File: src/rtl/traffic_gen_if.sv
// Control and metadata bus between the experiment controller and traffic_gen.
// The master side configures and starts a run. The slave side is the generator,
// which drives the shared ingress metadata bus and the per-port write strobes.
interface traffic_gen_if;
  logic        start;
  logic        stop;
  logic [15:0] seed;
  logic [31:0] rate;
  logic        dst_mode;
  logic [15:0] num_pkts;
  logic [3:0]  gen_out_en;
  logic [31:0] gen_out;
  logic        busy;
  logic        done;
  logic [31:0] total_sent;

  modport master (
    output start, stop, seed, rate, dst_mode, num_pkts,
    input  gen_out_en, gen_out, busy, done, total_sent
  );

  modport slave (
    input  start, stop, seed, rate, dst_mode, num_pkts,
    output gen_out_en, gen_out, busy, done, total_sent
  );
endinterface

File: src/rtl/traffic_gen.sv
// Cycle-exact ingress traffic source. A 16-cycle round gives each port one
// decision slot, which keeps the shared metadata bus to one strobe per cycle.
// An LFSR supplies both the injection coin-flip and the random destinations.

// Per-port bookkeeping: sequence number and packets still to send.
module traffic_gen_port #(
  parameter int SEQ_W = 16,
  parameter int CNT_W = 16
) (
  input  logic             clk,
  input  logic             reset,
  input  logic             clear,
  input  logic             fire,
  input  logic             limited,
  input  logic [CNT_W-1:0] num_pkts,
  output logic [SEQ_W-1:0] seq,
  output logic             complete,
  output logic             last
);
  logic [CNT_W-1:0] remaining;

  // Reload on start; count one packet per emit
  always_ff @(posedge clk) begin
    if (reset) begin
      seq       <= '0;
      remaining <= '0;
    end else if (clear) begin
      seq       <= '0;
      remaining <= num_pkts;
    end else if (fire) begin
      seq <= seq + SEQ_W'(1);
      if (limited) remaining <= remaining - CNT_W'(1);
    end
  end

  // An unlimited run (num_pkts == 0) never completes
  assign complete = limited && (remaining == '0);
  assign last     = limited && (remaining == CNT_W'(1));
endmodule

module traffic_gen #(
  parameter int NUM_PORTS = 4,
  parameter int SEQ_W     = 16,
  parameter int SLOT_LEN  = 16
) (
  input  logic          clk,
  input  logic          reset,
  traffic_gen_if.slave  bus
);
  localparam int          SLOT_W    = $clog2(SLOT_LEN);
  localparam int          PORT_W    = $clog2(NUM_PORTS);
  localparam logic [15:0] SEED_ALT  = 16'hACE1;
  localparam logic [15:0] LFSR_MASK = 16'hB400;

  typedef enum logic {IDLE, RUN} state_t;

  state_t                          state;
  logic [SLOT_W-1:0]               slot;
  logic [15:0]                     lfsr;
  logic [15:0]                     lfsr_next;
  logic [31:0]                     rate_q;
  logic                            dst_mode_q;
  logic [15:0]                     num_pkts_q;

  logic [NUM_PORTS-1:0]            gen_out_en_q;
  logic [31:0]                     gen_out_q;
  logic                            busy_q;
  logic                            done_q;
  logic [31:0]                     total_q;

  logic [NUM_PORTS-1:0][SEQ_W-1:0] seq;
  logic [NUM_PORTS-1:0]            complete;
  logic [NUM_PORTS-1:0]            last;
  logic [NUM_PORTS-1:0]            fire;

  logic [PORT_W-1:0]               port;
  logic                            port_slot;
  logic [7:0]                      rate_p;
  logic                            hit;
  logic                            fire_any;
  logic                            limited;
  logic                            start_go;
  logic                            final_emit;
  logic [PORT_W-1:0]               dst;
  logic [15:0]                     seq_field;
  logic [31:0]                     word;

  // Only the first NUM_PORTS slots of a round carry a decision
  assign port      = slot[PORT_W-1:0];
  assign port_slot = (slot < SLOT_W'(NUM_PORTS));
  assign rate_p    = rate_q[8*port +: 8];
  assign hit       = (rate_p == 8'hFF) || (lfsr[7:0] < rate_p);
  assign limited   = (num_pkts_q != '0);
  assign fire_any  = (state == RUN) && port_slot && hit && !complete[port] && !bus.stop;
  assign start_go  = (state == IDLE) && bus.start && !bus.stop;

  // Galois right shift, taps x^16+x^14+x^13+x^11+1
  assign lfsr_next = {1'b0, lfsr[15:1]} ^ (lfsr[0] ? LFSR_MASK : 16'h0000);

  // Fixed permutation sends each port to its neighbour
  assign dst       = dst_mode_q ? port + PORT_W'(1) : lfsr[8 +: PORT_W];
  assign seq_field = 16'(seq[port]);
  assign word      = {dst, port, {(16 - 2*PORT_W){1'b0}}, seq_field};

  // One-hot strobe for the port owning this slot
  always_comb begin
    fire = '0;
    if (fire_any) fire[port] = 1'b1;
  end

  // The run ends when this emit leaves every port complete
  always_comb begin
    final_emit = fire_any;
    for (int i = 0; i < NUM_PORTS; i++) begin
      if (!(complete[i] || (fire[i] && last[i]))) final_emit = 1'b0;
    end
  end

  // Per-port counters, one instance per ingress port
  for (genvar i = 0; i < NUM_PORTS; i++) begin : g_port
    traffic_gen_port #(
      .SEQ_W (SEQ_W),
      .CNT_W (16)
    ) u_port (
      .clk      (clk),
      .reset    (reset),
      .clear    (start_go),
      .fire     (fire[i]),
      .limited  (limited),
      .num_pkts (bus.num_pkts),
      .seq      (seq[i]),
      .complete (complete[i]),
      .last     (last[i])
    );
  end

  // Run-control FSM with registered bus outputs
  always_ff @(posedge clk) begin
    if (reset) begin
      state        <= IDLE;
      slot         <= '0;
      lfsr         <= '0;
      rate_q       <= '0;
      dst_mode_q   <= 1'b0;
      num_pkts_q   <= '0;
      gen_out_en_q <= '0;
      gen_out_q    <= '0;
      busy_q       <= 1'b0;
      done_q       <= 1'b0;
      total_q      <= '0;
    end else begin
      gen_out_en_q <= fire;
      done_q       <= 1'b0;
      if (fire_any) begin
        gen_out_q <= word;
        if (total_q != 32'hFFFF_FFFF) total_q <= total_q + 32'd1;
      end
      if (state == IDLE) begin
        slot <= '0;
        if (start_go) begin
          state      <= RUN;
          busy_q     <= 1'b1;
          rate_q     <= bus.rate;
          dst_mode_q <= bus.dst_mode;
          num_pkts_q <= bus.num_pkts;
          lfsr       <= (bus.seed == '0) ? SEED_ALT : bus.seed;
          total_q    <= '0;
        end
      end else begin
        lfsr <= lfsr_next;
        if (bus.stop) begin
          state  <= IDLE;
          busy_q <= 1'b0;
          slot   <= '0;
        end else if (final_emit) begin
          state  <= IDLE;
          busy_q <= 1'b0;
          done_q <= 1'b1;
          slot   <= '0;
        end else begin
          slot <= (slot == SLOT_W'(SLOT_LEN - 1)) ? '0 : slot + SLOT_W'(1);
        end
      end
    end
  end

  assign bus.gen_out_en = gen_out_en_q;
  assign bus.gen_out    = gen_out_q;
  assign bus.busy       = busy_q;
  assign bus.done       = done_q;
  assign bus.total_sent = total_q;
endmodule

File: src/flat_wrapper.sv
// flat-port wrapper written by rule: the top's interface ports become plain ports
module traffic_gen_flat 
#(
  parameter int NUM_PORTS = 4,
  parameter int SEQ_W     = 16,
  parameter int SLOT_LEN  = 16
)
  (clk, reset, bus_start, bus_stop, bus_seed, bus_rate, bus_dst_mode, bus_num_pkts, bus_gen_out_en, bus_gen_out, bus_busy, bus_done, bus_total_sent);
  traffic_gen_if bus_i ();
  input  logic clk;
  input  logic reset;
  input wire logic [$bits(bus_i.start)-1:0] bus_start;
  input wire logic [$bits(bus_i.stop)-1:0] bus_stop;
  input wire logic [$bits(bus_i.seed)-1:0] bus_seed;
  input wire logic [$bits(bus_i.rate)-1:0] bus_rate;
  input wire logic [$bits(bus_i.dst_mode)-1:0] bus_dst_mode;
  input wire logic [$bits(bus_i.num_pkts)-1:0] bus_num_pkts;
  output wire logic [$bits(bus_i.gen_out_en)-1:0] bus_gen_out_en;
  output wire logic [$bits(bus_i.gen_out)-1:0] bus_gen_out;
  output wire logic [$bits(bus_i.busy)-1:0] bus_busy;
  output wire logic [$bits(bus_i.done)-1:0] bus_done;
  output wire logic [$bits(bus_i.total_sent)-1:0] bus_total_sent;
  assign bus_i.start = bus_start;
  assign bus_i.stop = bus_stop;
  assign bus_i.seed = bus_seed;
  assign bus_i.rate = bus_rate;
  assign bus_i.dst_mode = bus_dst_mode;
  assign bus_i.num_pkts = bus_num_pkts;
  assign bus_gen_out_en = bus_i.gen_out_en;
  assign bus_gen_out = bus_i.gen_out;
  assign bus_busy = bus_i.busy;
  assign bus_done = bus_i.done;
  assign bus_total_sent = bus_i.total_sent;
  traffic_gen #(.NUM_PORTS(NUM_PORTS), .SEQ_W(SEQ_W), .SLOT_LEN(SLOT_LEN)) u_core (.clk(clk), .reset(reset), .bus(bus_i));
endmodule
File: config.mk
export PLATFORM = sky130hd
export DESIGN_NAME = traffic_gen_flat
export DESIGN_NICKNAME = d
export VERILOG_FILES = /design/src/rtl/traffic_gen_if.sv /design/src/rtl/traffic_gen.sv /design/src/flat_wrapper.sv
export SDC_FILE = /design/constraint.sdc
export NUM_CORES = 1
export LEC_CHECK = 0
export ABC_CLOCK_PERIOD_IN_PS = 6050
export CORE_ASPECT_RATIO = 0.9
export CORE_MARGIN = 5
export CORE_UTILIZATION = 55
export DETAILED_ROUTE_END_ITERATION = 12
export GPL_TIMING_DRIVEN = 0
export PLACE_DENSITY = 0.74
export SLEW_MARGIN = 20
export SYNTH_ARGS = -nofsm -noshare
export SYNTH_HDL_FRONTEND = slang
export SYNTH_HIERARCHICAL = 1
export SYNTH_SLANG_ARGS = --single-unit
File: constraint.sdc
create_clock -name clk -period 6.05 [get_ports clk]
set_input_delay 1.815 -clock clk [delete_from_list [all_inputs] [get_ports clk]]
set_output_delay 1.815 -clock clk [all_outputs]
set_load 0.02 [all_outputs]
======== Yosys cells after proc, flatten, opt, wreduce, memory -nomap -nowiden ========
Index checks and enable logic that the tools add are counted.
cells by class
  add/sub/neg operators ................... 11
  magnitude comparators ................... 4
  equality and inequality tests ........... 8
  bitwise logic cells ..................... 2
  multipliers ............................. 0
  shift-type cells ........................ 1
  div/mod/pow operators ................... 0
  multiplexer cells ....................... 41
  reduce and logical (&&, ||, !) cells .... 47
operators by type and width
  cell                                                         number
  2-to-1 mux 16 bit                                            17
  2-to-1 mux 32 bit                                            4
  logical NOT 16 bit                                           5
  adder 16 x 1 -> 16 bit (second input constant)               4
  == test 16 x 1 -> 1 bit (second input constant)              4
  subtractor 16 x 1 -> 16 bit (second input constant)          4
  adder 32 x 1 -> 32 bit (second input constant)               1
  binary-select mux 16 bit (select 2 bit)                      1
  inequality test 32 bit (second input constant)               1
  variable part select 32 x 6 -> 8 bit                         1
  logical AND 1 bit                                            19
  nonzero test 16 bit                                          1
  bitwise XOR 15 x 16 -> 16 bit                                1
  2-to-1 mux 1 bit                                             15
  AND reduction 2 bit                                          6
  nonzero test 2 bit                                           6
  == test 8 bit (second input constant)                        1
  less-than comparator 8 bit                                   1
  logical OR 1 bit                                             5
  OR reduction 5 bit                                           1
  adder 4 x 1 -> 4 bit (second input constant)                 1
  == test 4 bit (second input constant)                        1
  less-than comparator 4 x 3 -> 1 bit (second input constant)  1
  2-to-1 mux 4 bit                                             1
  other kinds (11)                                             12
storage, ports and cells
  bits in latches ......................... 0
  memories ................................ 0
  input port bits ......................... 69
  bits in writable memories ............... 0
  memory bits (read-only) ................. 0
  flip-flop bits (word level) ............. 256

======== Logic depth before layout (Yosys ltp) ========
Gate-level depths: netlist (run 1).
  depth after elaboration ................. 17
  gate-level depth with buffers ........... 16
  gate-level depth less buffers ........... 13

======== Cells and area by module ========
Netlist (run 1), hierarchy kept.
by module, submodules not included
  module            sequential area each (um^2)  area each (um^2)  times used  cells each
  traffic_gen_port  640.6                        1,575.3           4           190
  traffic_gen       2,562.5                      6,170.9           1           702

======== Worst setup path before layout (run 1) ========
No wires, ideal clock.
  path type ............................... register -> register
  start ................................... register u_core.num_pkts_q[10]
  end ..................................... register u_core.g_port[0].u_port.remaining[11]
  setup time .............................. 0.091 ns
  arrival time ............................ 4.327 ns
  cell stages (with the launch flop) ...... 17
  slack ................................... 1.632 ns
  cell sequence ........................... dfxtp_1 > nor4_1 > nand4_1 > nand2_1 > nor4_1 > and2_1 > mux4_2 > nor4_4 > o21ai_2 > buf_4 > buf_6 > nor2_1 > clkbuf_1 > and3b_1 > nand4_1 > or4_1 > a311oi_1
between the ends
  word-level cells in the longest chain between the ends .. 10
ends and longest elaborated chain
  what                                    RTL line            text
  from (decl)                             traffic_gen.sv:63   logic [15:0] num_pkts_q;
  from (signal assigned)                  traffic_gen.sv:165  num_pkts_q <= bus.num_pkts;
  nonzero test 16 bit                     traffic_gen.sv:93   assign limited = (num_pkts_q != '0);
  via u_core.limited                      traffic_gen.sv:81   logic limited;
  logical AND 1 bit                       traffic_gen.sv:37   assign complete = limited && (remaining == '0);
  via u_core.complete[3]                  traffic_gen.sv:72   logic [NUM_PORTS-1:0] complete;
  binary-select mux 1 bit (select 2 bit)  traffic_gen.sv:94   assign fire_any = (state == RUN) && port_slot && hit && !complete[port] && !bus.stop;
  2-to-1 mux 1 bit (not written as such)  traffic_gen.sv:94
  logical NOT 1 bit                       traffic_gen.sv:94
  logical AND 1 bit (2 in a row)          traffic_gen.sv:94
  2-to-1 mux 4 bit                        traffic_gen.sv:108  if (fire_any) fire[port] = 1'b1;
  via u_core.fire[0]                      traffic_gen.sv:74   logic [NUM_PORTS-1:0] fire;
  nonzero test 2 bit (no line)            n/a
  AND reduction 2 bit (no line)           n/a
  to (signal assigned)                    traffic_gen.sv:29   remaining <= num_pkts;
  to (signal assigned)                    traffic_gen.sv:32   if (limited) remaining <= remaining - CNT_W'(1);
  to (decl)                               traffic_gen.sv:20   logic [CNT_W-1:0] remaining;
The timed path passes the listed nets, and every way through them passes these cells. The select of a mux whose other input is x is not followed.
A chain may end at the register's enable or synchronous reset.

======== Worst setup path after layout (run 1) ========
  start ................................... register u_core.num_pkts_q[15]
  end ..................................... register u_core.g_port[3].u_port.seq[14]
between the ends
  word-level cells in the longest chain between the ends .. 8
ends and longest elaborated chain
  what                                    RTL line            text
  nonzero test 16 bit                     traffic_gen.sv:93
  via u_core.limited                      traffic_gen.sv:81
  logical AND 1 bit                       traffic_gen.sv:37
  via u_core.complete[2]                  traffic_gen.sv:72
  binary-select mux 1 bit (select 2 bit)  traffic_gen.sv:94
  2-to-1 mux 1 bit (not written as such)  traffic_gen.sv:94
  logical NOT 1 bit                       traffic_gen.sv:94
  logical AND 1 bit (2 in a row)          traffic_gen.sv:94
  2-to-1 mux 4 bit                        traffic_gen.sv:108
  via u_core.fire[3]                      traffic_gen.sv:74
  to (signal assigned)                    traffic_gen.sv:31   seq <= seq + SEQ_W'(1);
  to (decl)                               traffic_gen.sv:16   output logic [SEQ_W-1:0] seq,
The timed path passes the listed nets, and every way through them passes these cells. The select of a mux whose other input is x is not followed.

==> impl_metrics.toml, run 1 <==
[hold_path]
hold_path_class = "register to register"
whs_path_depth = 2
min_from = "u_core/rate_q[14]"

[clock_tree]
cts_resized = 0
cts_setup_buffers = 0
cts_max_path_buffers = 3
cts_tree = "yes"
cts.htree.levels = 1
numCtsBuffers = 27
clkTransAtPathRegs_ns = 0.06
root_buffer = "clkbuf_16"
clkLatencyLatePin_ns = 0.53
holdBufCountCts = 0
clock-sinks = 256

[placed_design]
globalplace.congestion = 0.8930
placed_area_um2 = 14150
port_buffers = 126
place_hpwl_um = 24620
dp_cells = 1896

[setup_path]
start_kind = "register"
worstPathRequired_ns = 6.51
critical_path.max_stage_delay_ns = 0.58
r2r.worst_path.cells = 17
end_kind = "register"
reg2reg_setup_slack_ns = 0.54
critPathMaxFanout = 19
setup.worst_path.class = "register to register"
crit_start = "u_core/num_pkts_q[15]"
cp_data_arrival_time_ns = 5.96
crit_slowest_cell = "or4_1"
r2r_start = "u_core/num_pkts_q[15]"
critPathMostFrequentCell = "nor4_1"
path_cells = "nor4_1 -> nand4_1 -> buf_8 -> nand2_1 -> nor4_1 -> and2_1 -> mux4_2 -> nor4_4 -> o21ai_2 -> buf_4 -> buf_6 -> nor2_1 -> clkbuf_1 -> nand3_1 -> or4_1 -> or3_1 -> a21oi_1"

[layout]
areaGrowthSynthToFinish_pct = 20.06
diodes = 0
fin_util_pct = 66.91
final_common_cell = "dfxtp_1"
drive_above_1_share_pct = 6.501
fin_nets = 1722
design_area_um2 = 14970
stdcell_count = 1943
final_cell_mix = "dfxtp_1, nand2_1, nor2_1"

[routing]
wl_per_cell_um = 17.72
ant_nets = 0
routed_wl_um = 34430
vias = 11550
drc = 0
drt-pass1-iter-count = 5
via_per_inst = 5.944
drt_iter0_markers = 1045

[power_and_ir_drop]
ir_drop_uv = 185.1
p_leak_nw = 4.896
p_per_area_nw_per_um2 = 249.2

[sta]
fmax_mhz = 181.6
period_minus_slack_ns = 5.506
holdWs_ns = 0.4493
skew_ns = 0.01023
setup_viol = 0
period_share_pct = 91.01
rsz0062_at_grt = "no"
finalHoldViolations = 0
final.setup.tns_ns = 0
slew_headroom_pct = 45.06
worstMarginPinSlew_ns = 0.8241
drv_slew = 0

[global_routing]
grt-busiest-layer = "met2"
grt_pass1_wl_um = 54650
grt_util_met2_pct = 39.28
grt_antenna_before_repair = 0
grt_max_degree = 34
gr-usage-all-layers_pct = 25.34
met3_usage_pct = 3.771
use_met1_pct = 36.49
gr-total-overflow = 0
grt_pass1_vias = 10650

[floorplanning]
rows = 52
die_x_um = 168.7
core_area_um2 = 22380
die_area_um2 = 25790
io_pins = 139
initial_core_util_pct = 55.72
die_h_um = 152.9

[logic_synthesis]
avgSynthCellArea_um2 = 8.531
syn_area_um2 = 12470
synth_async_sr_flop_share_pct = 0
syn_inst = 1462
synth_ff_type = "dfxtp_1"
synth_top_area_share_pct = 41.09
yosysUniqueCellTypes = 55
yosysWarnings = 6
synth_edf_count = 0
yosysSeqAreaShare_pct = 41.09
synth.area.top_cells = "dfxtp_1, a21oi_1, nand2_1"
yosysTopAreaCell = "dfxtp_1"
ys_ff_latch = 256

[run]
max-cap-violations = 0

[run_status]
outcome = "finished, final reports clean"
## sequential cells by signal, summed over array words and instances, names as in the netlist
name / flops
u_core/lfsr: 16
u_core/state: 1
u_core/bus.busy: 1
u_core/bus.gen_out: 20
u_core/bus.total_sent: 32
u_core/slot: 4
u_core/dst_mode_q: 1
u_core/rate_q: 32
u_core/g_port.u_port/seq: 64
u_core/bus.done: 1
u_core/num_pkts_q: 16
u_core/bus.gen_out_en: 4
u_core/g_port.u_port/remaining: 64
## through the flow
step	setup WS (ns)	total power, W
4_1_cts	0.2594	0.003746
2_1_floorplan	1.632	0.002064
3_5_place_dp	0.2866	0.002212
3_3_place_gp	0.1399	0.002204
5_1_grt	0.3138	0.003867
6_report	0.5441	0.003732
## cell usage after synthesis, types with 6 or more instances
master / count
or4_1: 38
o21ai_0: 57
nand4_1: 34
inv_1: 43
and2_1: 11
nor4_1: 30
o31ai_1: 20
a311oi_1: 28
or3_1: 53
mux2i_1: 29
a21oi_1: 136
xnor2_1: 48
and4_1: 6
a211oi_1: 30
mux4_2: 20
xor2_1: 29
dfxtp_1: 256
nor3_1: 27
nand2_1: 172
nor2_1: 159
ha_1: 24
clkbuf_1: 63
buf_4: 15
o221ai_1: 6
nand3_1: 48
or4_4: 8
## worst paths after layout
| path | end |
|---|---|
| worst max-delay path | u_core/g_port[3].u_port/seq[14] |
| worst max register to register | u_core/g_port[3].u_port/seq[14] |
| worst min register to register | u_core/rate_q[14] |
| worst min-delay path | u_core/rate_q[14] |
## area by class of cell
type,count,area (um2)
clock inverters,8,45.04
repair buffers,127,1276
well taps,297,371.6
multi-input cells,1083,6800
inverters,45,168.9
flip-flops and latches,256,5125
clock buffers,38,767.0
plain buffers,89,420.4
fillers,1894,7407
## per-layer routing
metal,share of wire [%],up-vias
li1,-,5601
met1,45,5480
met2,45,401
met3,7.0,68
met4,3.0,0
met5,0,-
## power by group
part | switching [W] | internal, W | total [W]
Combinational | 0.000234 | 0.000165 | 0.000399
Clock | 0.000667 | 0.000876 | 0.00154
Sequential | 0.0000496 | 0.00174 | 0.00179
Total | 0.000950 | 0.00278 | 0.00373
## critical path: cells and delay by family (launching register included)
kind                   cells  cell delay [ns]
and+or+nand+nor           10             3.05
muxes                      1             0.51
buffers and inverters      4             1.23
AOI/OAI and AO/OA          2             0.33
DFF                        1             0.31
## logic make-up after synthesis
family / count (synthesis) / share of synthesized area (%)
xor+xnor: 77 / 5.407
fa+ha+maj: 24 / 2.408
compound gates: 294 / 14.32
flops: 256 / 41.09
buf+inv: 134 / 4.715
other cells: 1 / 0.03007
simple gates: 622 / 25.04
mux: 54 / 6.992
Note: power is estimated with default switching activity, not from simulation.
==> inputs of run 2 (changes only) <==
- ABC_CLOCK_PERIOD_IN_PS: 6050 -> 5300
- TNS_END_PERCENT: not set -> 5
- clock period: 6.05 -> 5.3 ns (I/O delays scaled with it)
==> run 2 against run 1 <==
  * Global-route usage rose by 0.30 points
  * Wire length rose by 1.6%
  * Count of clock-buffer cells in the layout did not move
  * Critical path depth did not move
  * Largest power group unchanged
  * Highest routed layer unchanged
==> impl_metrics.toml, run 2 (same netlist as run 1, synthesis figures left out) <==
[run_status]
outcome = "finished, final reports clean"

[clock_tree]
root_buffer = "clkbuf_16"
clkLatencyLatePin_ns = 0.53
cts.htree.levels = 1
cts_max_path_buffers = 3
holdBufCountCts = 0
cts_tree = "yes"
clkTransAtPathRegs_ns = 0.06
numCtsBuffers = 27
clock-sinks = 256

[setup_path]
cp_data_arrival_time_ns = 5.69
start_kind = "register"
reg2reg_setup_slack_ns = 0.07
reg2reg_to = "u_core/g_port[1].u_port/seq[14]"
end_kind = "register"
critPathMaxFanout = 10
worstPathRequired_ns = 5.75
r2r.worst_path.cells = 17
setup.worst_path.class = "register to register"
r2r_start = "u_core/num_pkts_q[7]"

[power_and_ir_drop]
clkPwrFrac_pct = 41.2
p_per_area_nw_per_um2 = 284.5
p_sw_share_pct = 25.57
p_sw_w = 0.001093
p_leak_nw = 4.921
seqPwrFrac_pct = 47.9
ir_drop_uv = 207.2
p_comb_share_pct = 11.0
p_int_w = 0.003181

[hold_path]
whs_path_depth = 2
hold_path_class = "register to register"
min_from = "u_core/rate_q[14]"
hold_end = "u_core/rate_q[14]"

[layout]
stdcell_count = 1947
reg_top3 = "u_core/g_port.u_port/remaining x64, u_core/g_port.u_port/seq x64"
areaGrowthSynthToFinish_pct = 20.46
fin_nets = 1726
final_common_cell = "dfxtp_1"
fillers = 1893
final_cell_mix = "dfxtp_1, nand2_1, nor2_1"
final-seq-area_um2 = 5125
diodes = 0
multiInputGateArea_um2 = 6832
drive_above_1_share_pct = 7.030

[routing]
drt_iter0_markers = 905
ant_nets = 0
drt-pass1-iter-count = 6
vias = 11600
wl_per_cell_um = 17.97
via_per_inst = 5.959
routed_wl_um = 34980
drc = 0

[floorplanning]
die_area_um2 = 25790
die_x_um = 168.7
rows = 52
initial_core_util_pct = 55.72
io_pins = 139
die_h_um = 152.9
core_area_um2 = 22380

[placed_design]
dp_cells = 1896
port_buffers = 126
place_hpwl_um = 24620
globalplace.congestion = 0.8930

[sta]
rsz0062_at_grt = "yes"
finalHoldViolations = 0
final.setup.tns_ns = 0
period_share_pct = 98.74
slew_headroom_pct = 44.43
skew_ns = 0.01057
worstMarginPinSlew_ns = 0.8336
setup_viol = 0
fmax_mhz = 191.1
period_minus_slack_ns = 5.233
drv_slew = 0

[global_routing]
grt_antenna_before_repair = 0
grt_max_degree = 34
gr-usage-all-layers_pct = 25.64
gr-total-overflow = 0
grt_pass1_vias = 10690
grt_pass1_wl_um = 55140

[run]
max-cap-violations = 0
==> run 2: per-stage QoR <==
stage | power, W | utilization [%] | hold slack [ns] | setup slack (ns) | instance area (um2)
2_1_floorplan | 0.002356 | - | 0.4313 | 0.8819 | 12510
3_3_place_gp | 0.002516 | 63.20 | 0.4388 | -0.4756 | 14150
3_5_place_dp | 0.002525 | 63.21 | 0.4420 | -0.4634 | 14150
4_1_cts | 0.004291 | 67.00 | 0.4500 | 0.05093 | 15000
5_1_grt | 0.004428 | 67.12 | 0.4677 | -0.1169 | 15020
6_report | 0.004274 | 67.12 | 0.4503 | 0.06662 | 15020
==> run 2: power by group through the flow <==
stage / registers (W) / clock network (W) / logic (W)
global placement: 0.00208 / 0 / 0.000435
global route: 0.00205 / 0.00186 / 0.000510
floorplan: 0.00207 / 0 / 0.000285
finish: 0.00205 / 0.00176 / 0.000469
detailed placement: 0.00208 / 0 / 0.000442
CTS: 0.00204 / 0.00179 / 0.000459
==> run 2: what timing repair did <==
| item | CTS | global route |
|---|---|---|
| pin swaps | 1 | 0 |
| gates cloned | 1 | 0 |
| hold endpoints to repair | 0 | 0 |
| endpoints found under the setup margin | 40 | 33 |
| buffers inserted | 4 | 0 |
| resized for setup | 0 | 8 |
==> run 2: final cells by class <==
cell class,count,area share (%)
sequential,256,34.11
multi-input combinational,1084,45.47
tap,297,2.474
clock inverter,8,0.2998
timing repair buffer,130,8.595
inverter,45,1.124
clock buffer,38,5.105
buffer,89,2.815
==> run 2: worst max-delay path, stage by stage, from the launching register on <==
cell and delay [ns]:
dfxtp_1 0.32, nor4_2 0.51, nand4_1 0.14, buf_4 0.22, nand2_1 0.08, nor4_1 0.06
and2_1 0.21, mux4_2 0.53, nor4_4 0.33, o21ai_2 0.18, buf_4 0.21, buf_6 0.14
nor2_1 0.28, clkbuf_1 0.47, nand3_1 0.34, or4_1 0.62, or3_1 0.34, a21oi_1 0.14
==> run 2: worst max-delay path by stage <==
stage,cells after the start,slack (ns),start,end
global route,17,-0.12,u_core/num_pkts_q[15],u_core/g_port[1].u_port/remaining[11]
floorplan,16,0.88,u_core/num_pkts_q[10],u_core/g_port[0].u_port/remaining[11]
CTS,17,0.05,u_core/num_pkts_q[10],u_core/g_port[3].u_port/remaining[11]
finish,17,0.07,u_core/num_pkts_q[7],u_core/g_port[1].u_port/seq[14]
global placement,16,-0.48,u_core/num_pkts_q[15],u_core/g_port[3].u_port/remaining[11]
detailed placement,16,-0.46,u_core/num_pkts_q[15],u_core/g_port[1].u_port/remaining[11]
==> run 2: metal layers <==
metal | track usage [%] | vias to the layer above | part of all wire (%)
met3 | 4.132 | 75 | 7.6
met2 | 39.72 | 408 | 45
met1 | 36.68 | 5499 | 44
met4 | 8.423 | 0 | 3.1
met5 | 0 | - | 0
li1 | - | 5620 | -
